--- config.mk ---
export PLATFORM = sky130hd
export DESIGN_NAME = text_banner
export DESIGN_NICKNAME = d
export VERILOG_FILES = /design/src/rtl/text_banner.sv
export SDC_FILE = /design/constraint.sdc
export NUM_CORES = 1
export LEC_CHECK = 0
export BUFFER_PORTS_ARGS = -buffer_cell sky130_fd_sc_hd__buf_2
export CAP_MARGIN = 40
export CORE_MARGIN = 2
export CORE_UTILIZATION = 47
export DETAILED_ROUTE_END_ITERATION = 6
export PLACE_DENSITY = 0.7
export SKIP_LAST_GASP = 1
export SLEW_MARGIN = 20
export SYNTH_ARGS = -nofsm -noshare
export SYNTH_HDL_FRONTEND = slang
export SYNTH_SLANG_ARGS = --single-unit
--- constraint.sdc ---
create_clock -name clk -period 2.6 [get_ports clk]
set_input_delay 0.26 -clock clk [delete_from_list [all_inputs] [get_ports clk]]
set_output_delay 0.26 -clock clk [all_outputs]
set_load 0.02 [all_outputs]
--- src/rtl/text_banner.sv ---
// text_banner -- overlays a scaled 5x7-font text banner onto a raster scan,
// with a typewriter reveal (one more character every TYPE_FRAMES frames) and
// a blinking hold phase once every character is visible.
//
// Ports
//   clk, rst      : single clock; asynchronous active-high reset
//   x, y          : current pixel column / row (12 bits each)
//   frame_tick    : one-cycle pulse per frame, paces reveal and blink
//   enable        : display request; low parks the banner in IDLE
//   restart       : one-cycle pulse, restarts the reveal while enabled
//   text          : CHARS glyph codes, char i in bits [4i+3:4i], char 0 leftmost
//   out           : pixel-on, reflects the x/y/text sampled two cycles earlier
//   done          : high while every character is revealed (SHOW)
//   state_dbg     : FSM state, IDLE=0, TYPING=1, SHOW=2
//   reveal_dbg    : number of characters currently revealed
//
// Handshake: there is none; x/y/text are sampled every cycle and out is a
// fixed two-cycle-latency pipeline. frame_tick and restart are single-cycle
// strobes with priority enable-low > restart > frame_tick.
module text_banner #(
  parameter int CHARS        = 8,
  parameter int SCALE_LOG2   = 1,
  parameter int X_POS        = 100,
  parameter int Y_POS        = 50,
  parameter int TYPE_FRAMES  = 4,
  parameter int BLINK_FRAMES = 30
) (
  input  logic               clk,
  input  logic               rst,
  input  logic [11:0]        x,
  input  logic [11:0]        y,
  input  logic               frame_tick,
  input  logic               enable,
  input  logic               restart,
  input  logic [CHARS*4-1:0] text,
  output logic               out,
  output logic               done,
  output logic [1:0]         state_dbg,
  output logic [4:0]         reveal_dbg
);

  typedef enum logic [1:0] {
    IDLE   = 2'd0,
    TYPING = 2'd1,
    SHOW   = 2'd2
  } state_t;

  // Box limits are 13 bits wide so the right/bottom edge never wraps.
  localparam logic [12:0] X_LO     = 13'(X_POS);
  localparam logic [12:0] X_HI     = 13'(X_POS + CHARS * 6 * (2 ** SCALE_LOG2));
  localparam logic [12:0] Y_LO     = 13'(Y_POS);
  localparam logic [12:0] Y_HI     = 13'(Y_POS + 8 * (2 ** SCALE_LOG2));
  localparam logic [4:0]  REV_MAX  = 5'(CHARS);
  localparam logic [8:0]  TYPE_LIM = 9'(TYPE_FRAMES);
  localparam logic [8:0]  BLNK_LIM = 9'(BLINK_FRAMES);

  // 5x7 glyphs, row 0 first, bit 4 of each row is the leftmost column.
  localparam logic [34:0] G_E = {5'b11111, 5'b10000, 5'b10000, 5'b11110, 5'b10000, 5'b10000, 5'b11111};
  localparam logic [34:0] G_I = {5'b01110, 5'b00100, 5'b00100, 5'b00100, 5'b00100, 5'b00100, 5'b01110};
  localparam logic [34:0] G_L = {5'b10000, 5'b10000, 5'b10000, 5'b10000, 5'b10000, 5'b10000, 5'b11111};
  localparam logic [34:0] G_M = {5'b10001, 5'b11011, 5'b10101, 5'b10101, 5'b10001, 5'b10001, 5'b10001};
  localparam logic [34:0] G_N = {5'b10001, 5'b10001, 5'b11001, 5'b10101, 5'b10011, 5'b10001, 5'b10001};
  localparam logic [34:0] G_O = {5'b01110, 5'b10001, 5'b10001, 5'b10001, 5'b10001, 5'b10001, 5'b01110};
  localparam logic [34:0] G_P = {5'b11110, 5'b10001, 5'b10001, 5'b11110, 5'b10000, 5'b10000, 5'b10000};
  localparam logic [34:0] G_R = {5'b11110, 5'b10001, 5'b10001, 5'b11110, 5'b10100, 5'b10010, 5'b10001};
  localparam logic [34:0] G_S = {5'b01111, 5'b10000, 5'b10000, 5'b01110, 5'b00001, 5'b00001, 5'b11110};
  localparam logic [34:0] G_T = {5'b11111, 5'b00100, 5'b00100, 5'b00100, 5'b00100, 5'b00100, 5'b00100};
  localparam logic [34:0] G_U = {5'b10001, 5'b10001, 5'b10001, 5'b10001, 5'b10001, 5'b10001, 5'b01110};
  localparam logic [34:0] G_W = {5'b10001, 5'b10001, 5'b10001, 5'b10101, 5'b10101, 5'b10101, 5'b01010};
  localparam logic [34:0] G_Y = {5'b10001, 5'b10001, 5'b01010, 5'b00100, 5'b00100, 5'b00100, 5'b00100};
  localparam logic [34:0] G_X = {5'b00100, 5'b00100, 5'b00100, 5'b00100, 5'b00100, 5'b00000, 5'b00100};
  localparam logic [34:0] G_B = {35{1'b1}};

  // Font ROM contents indexed by {code, glyph row}; row 7 is the blank
  // spacer line under every glyph.
  function automatic logic [4:0] font_row(input logic [6:0] addr);
    logic [34:0] g;
    int          b;
    case (addr[6:3])
      4'd1:    g = G_E;
      4'd2:    g = G_I;
      4'd3:    g = G_L;
      4'd4:    g = G_M;
      4'd5:    g = G_N;
      4'd6:    g = G_O;
      4'd7:    g = G_P;
      4'd8:    g = G_R;
      4'd9:    g = G_S;
      4'd10:   g = G_T;
      4'd11:   g = G_U;
      4'd12:   g = G_W;
      4'd13:   g = G_Y;
      4'd14:   g = G_X;
      4'd15:   g = G_B;
      default: g = '0;
    endcase
    font_row = 5'd0;
    if (addr[2:0] != 3'd7) begin
      b = 34 - 5 * int'(addr[2:0]);
      font_row = g[b -: 5];
    end
  endfunction

  // ---------------------------------------------------------------------
  // Control FSM
  // ---------------------------------------------------------------------
  state_t     state_q, state_d;
  logic [4:0] reveal_q, reveal_d;
  logic [7:0] frame_q, frame_d;
  logic       visible_q, visible_d;

  always_ff @(posedge clk or posedge rst) begin
    if (rst) begin
      state_q   <= IDLE;
      reveal_q  <= 5'd0;
      frame_q   <= 8'd0;
      visible_q <= 1'b1;
    end else begin
      state_q   <= state_d;
      reveal_q  <= reveal_d;
      frame_q   <= frame_d;
      visible_q <= visible_d;
    end
  end

  always_comb begin
    state_d   = state_q;
    reveal_d  = reveal_q;
    frame_d   = frame_q;
    visible_d = visible_q;
    if (!enable) begin
      state_d   = IDLE;
      reveal_d  = 5'd0;
      frame_d   = 8'd0;
      visible_d = 1'b0;
    end else if (restart || state_q == IDLE) begin
      // Fresh start: restart beats any frame_tick in the same cycle.
      frame_d   = 8'd0;
      visible_d = 1'b1;
      if (TYPE_FRAMES == 0) begin
        state_d  = SHOW;
        reveal_d = REV_MAX;
      end else begin
        state_d  = TYPING;
        reveal_d = 5'd0;
      end
    end else if (frame_tick) begin
      case (state_q)
        TYPING: begin
          if ({1'b0, frame_q} + 9'd1 >= TYPE_LIM) begin
            frame_d = 8'd0;
            if (reveal_q + 5'd1 >= REV_MAX) begin
              reveal_d  = REV_MAX;
              state_d   = SHOW;
              visible_d = 1'b1;
            end else begin
              reveal_d = reveal_q + 5'd1;
            end
          end else if (frame_q != 8'hFF) begin
            frame_d = frame_q + 8'd1;
          end
        end
        SHOW: begin
          if (BLINK_FRAMES > 0) begin
            if ({1'b0, frame_q} + 9'd1 >= BLNK_LIM) begin
              frame_d   = 8'd0;
              visible_d = ~visible_q;
            end else if (frame_q != 8'hFF) begin
              frame_d = frame_q + 8'd1;
            end
          end
        end
        default: ;
      endcase
    end
  end

  // ---------------------------------------------------------------------
  // Stage 1: box test, cell decode, font ROM read
  // ---------------------------------------------------------------------
  logic [11:0] x_off, y_off;
  logic [6:0]  col_base;
  logic        hit_d, hit_q;
  logic [3:0]  char_idx_d, char_idx_q;
  logic [2:0]  glyph_col_d, glyph_col_q;
  logic [2:0]  glyph_row_d;
  logic [3:0]  code_d;
  logic [6:0]  rom_addr_d;
  logic [4:0]  rom_row_d, rom_row_q;

  always_comb begin
    // The box test uses the raw coordinates, so the wrapped offsets below
    // only matter when hit_d is set.
    hit_d = ({1'b0, x} >= X_LO) && ({1'b0, x} < X_HI) &&
            ({1'b0, y} >= Y_LO) && ({1'b0, y} < Y_HI);
    x_off       = x - X_LO[11:0];
    y_off       = y - Y_LO[11:0];
    // Inside the box the base column is below 96, so 7 bits hold it.
    col_base    = 7'(x_off >> SCALE_LOG2);
    char_idx_d  = 4'(col_base / 7'd6);
    glyph_col_d = 3'(col_base % 7'd6);
    glyph_row_d = 3'(y_off >> SCALE_LOG2);
    code_d      = 4'd0;
    for (int i = 0; i < CHARS; i++) begin
      if (char_idx_d == 4'(i)) code_d = text[4*i +: 4];
    end
    rom_addr_d = {code_d, glyph_row_d};
    rom_row_d  = font_row(rom_addr_d);
  end

  always_ff @(posedge clk or posedge rst) begin
    if (rst) begin
      hit_q       <= 1'b0;
      char_idx_q  <= 4'd0;
      glyph_col_q <= 3'd0;
      rom_row_q   <= 5'd0;
    end else begin
      hit_q       <= hit_d;
      char_idx_q  <= char_idx_d;
      glyph_col_q <= glyph_col_d;
      rom_row_q   <= rom_row_d;
    end
  end

  // ---------------------------------------------------------------------
  // Stage 2: column pick, reveal/blink gating
  // ---------------------------------------------------------------------
  logic out_d, out_q;
  logic pix;
  logic show_en;

  always_comb begin
    case (glyph_col_q)
      3'd0:    pix = rom_row_q[4];
      3'd1:    pix = rom_row_q[3];
      3'd2:    pix = rom_row_q[2];
      3'd3:    pix = rom_row_q[1];
      3'd4:    pix = rom_row_q[0];
      default: pix = 1'b0;  // column 5 is the inter-character gap
    endcase
    case (state_q)
      TYPING:  show_en = 1'b1;
      SHOW:    show_en = visible_q || (BLINK_FRAMES == 0);
      default: show_en = 1'b0;
    endcase
    out_d = hit_q && show_en && ({1'b0, char_idx_q} < reveal_q) && pix;
  end

  always_ff @(posedge clk or posedge rst) begin
    if (rst) out_q <= 1'b0;
    else     out_q <= out_d;
  end

  assign out        = out_q;
  assign done       = (state_q == SHOW);
  assign state_dbg  = state_q;
  assign reveal_dbg = reveal_q;

endmodule

==> impl_results.md <==
* Post-synth top area share at 13.5%
* Reg2reg path depth at 8
* Violated checks: setup timing
* Row cnt at 39
* Max VDD drop at 0.000677 V
* Placed Cells incl. Taps at 1139
* Initial core utilization at 47.6%
* Yosys warnings at 0
* Flop-to-flop setup slack at 0.22 ns
* Sink Count at 30
* Count leader, synth: nor2_1
* Worst setup margin at -2.11 ns
* Pwr/cell area at around 740 nW/um2
* Post-placement setup slack at -2.58 ns
* Global-route wire length before repair at 40.7 mm
* Clk_lat worst skew at between 0.2 and 0.3 ns
* CTS Hold Buffers Added at 0
* GR Util met3 at 6.51%
* Vias at 8093
* Share of cells above drive strength 1 at 45.7%
* Netlist cell types at 98
* Endpoints failing setup at 8
* Die width at about 110 um
* Post-synth EDFFs at 0
* DRC Markers at 0
* Main flop type after synthesis: dfrtp_1
* Worst setup EP type: flip-flop
* Area of the core at 11300 um2
* Final Cycle Share at 181%
* Most Crowded Layer GR: met2
* Routed len/inst at 22.2 um
* Die area at approximately 12000 um2
* Multi-input gate area at 4920 um2
* Required time of the critical path at 2.74 ns
* I/O Pins at 70
* H-tree Lvls at 2
* Mean Syn Cell Area at 7.36 um2
* Die Y at approximately 110 um
* Top cell type by total area after synthesis: dfrtp_1
* Hold slack at 0.0708 ns
* Critical Path Start Type: input port
* Worst-Margin Slew at 0.621 ns
* Synth top cells by count: nor2_1, nand2_1, o21ai_0
* Post-synthesis sequential area ratio at between 10% and 20%
* Clock Root Buffer: clkbuf_16
* Final Hold Viols at 0
* Vias per inst at 6.89
* Async set or reset register ratio after synthesis at 100%
* CP Max Fanout at 6
* Largest net degree at the start of global routing at 33
* Filler cell count at 826
* Global Route Usage Sum at slightly above 40%
* Final Critical Period at 4.71 ns
* Max Root-Sink Buffers at 2
* F_max at ~0.21 GHz
* Clock buffer count from CTS at 5
* Routed Antenna Nets at 0
* LEAKAGE at roughly 3.7 nW
* Reg clk slew, reported paths at 0.05 ns
* Initial DRT Pass Iterations at 6
* Syn Std Cell Area at between 5000 and 6000 um2
* # nets final at 1120
* Iteration-0 DRC count of the detailed router at 1113
* Outcome: complete, but fails checks
* Syn Nets at about 820
* Maxcap violations at 0
* Met1 Use GR at between 50% and 60%
* Gpl congestion at 1.11
* N_diodes at 0
* CTS tree: built
* Number of port buffers at 68
* Slew HR at between 50% and 60%
* Final WL at 26.1 mm
* RSZ-0062 raised after global routing: true
* Crit path DAT at about 4.9 ns
* Vias in the first global route at 7873
* Grt total ovfl at 0
* Dpl hpwl at roughly 19 mm
* Non-filler instance count after layout at 1174
* Dominant cells by area after synthesis: dfrtp_1, ha_1, o21ai_0
* Hold Path Class: input port to async pin
* Synth Register Bits at 30
* Cells after Synth at between 700 and 800
* Final clock skew at about 0.0054 ns
* Met2 Resource Use GR at 68.3%
* Storage cell area at around 750 um2
* Initial antenna violation count at 0
* Area growth syn-to-layout at 61.2%
* Max-slew violations at 0
* Crit Path Class: input port to flip-flop
-- layer usage --
layer / vias to the layer above / share of wire (%)
li1: 3477 / -
met1: 3775 / 37
met2: 660 / 46
met3: 181 / 9.8
met4: 0 / 6.7
met5: - / 0
-- worst max-delay path, stage by stage --
cell      delay (ns)
buf_12          0.10
inv_6           0.04
ha_4            0.20
buf_6           0.15
nand2b_4        0.08
a211o_1         0.17
nand2_2         0.07
a311o_1         0.34
o21a_1          0.22
ha_2            0.19
a211oi_2        0.23
buf_4           0.14
or4b_4          0.52
nor3_4          0.21
nor2_4          0.07
buf_4           0.14
buf_4           0.14
ha_1            0.20
buf_4           0.15
nand3_1         0.10
a31oi_4         0.10
buf_4           0.17
a221oi_1        0.23
o21ai_0         0.14
nor4_2          0.36
nor4_2          0.10
-- state kept, by name (all words and copies together) (netlist names) --
signal       count
visible_q        1
out              1
hit_q            1
rom_row_q        5
glyph_col_q      3
state_dbg        2
frame_q          8
reveal_dbg       5
char_idx_q       4
-- placed cells by master, fill, tap and decap left out, types with 6 or more instances in the layout --
cell type  count
buf_6          6
xnor2_1        8
a221o_1        7
dfrtp_1       29
nor3b_1        6
a22oi_1        8
nand3_1       41
buf_12         7
o211ai_1      12
a221oi_1       9
nor2_1        55
buf_2         66
nor4_1        13
o221ai_1       6
a221oi_2       8
nor3_1        20
mux2i_1        7
o21ai_0       46
nor4_4         6
a21oi_1       40
nand2_1       51
ha_1          20
a31oi_1        9
o31ai_1       12
and2_1         8
nor2b_1        8
buf_4        262
inv_1         22
o22ai_1        9
a211oi_1      18
o21ai_1        7
a211oi_2       6
nand4_1        6
-- path summary, 6_finish.rpt --
path | from | to
max reg2reg | frame_q[0] | reveal_dbg[0]
min reg2reg | hit_q | out
max | x[3] | rom_row_q[2]
min in group clk | x[1] | glyph_col_q[0]
min | rst | frame_q[4]
max in group asynchronous | rst | visible_q
-- final cells by class --
class | instances | share of cell area, %
inverters | 32 | 1.76
repair buffers | 342 | 29.1
multi-input cells | 620 | 56.8
clock buffers | 7 | 1.53
well taps | 143 | 2.07
flip-flops and latches | 30 | 8.69
-- report_power, final --
group | internal [mW] | switching (mW)
Combinational | 2.39 | 2.93
Sequential | 0.529 | 0.0255
Clock | 0.348 | 0.184
Total | 3.27 | 3.14
-- through the flow --
step | power [mW] | instance area, um2 | setup TNS [ns] | utilization, %
CTS | 5.80 | 8300 | -10.53 | 73.6
detailed placement | 5.00 | 7790 | -15.24 | 69.2
global placement | 4.94 | 7790 | -14.21 | 69.2
global route | 6.66 | 8660 | -13.00 | 76.8
finish | 6.41 | 8660 | -12.19 | 76.8
floorplan | 2.87 | 5650 | -12.36 | -
-- cells by family (layout without fill, tap and decap cells) --
family / count (synthesis) / after routing / synth area share (%)
AOI/OAI and AO/OA: 290 / 290 / 40.4
muxes: 12 / 12 / 2.56
and+or+nand+nor: 271 / 271 / 26.3
DFF: 30 / 30 / 14.0
buffers and inverters: 79 / 381 / 6.06
xor gates and xnor gates: 19 / 19 / 4.01
adders and majority gates: 28 / 28 / 6.67
-- what timing repair did --
item                                    4_1_cts  5_1_grt
pin swaps                                    32       36
endpoints found under the hold margin         0        0
endpoints found under the setup margin        8       12
resized for setup                            55       51
setup buffers                                15       15
No activity file was read; power rests on OpenSTA's default activity.
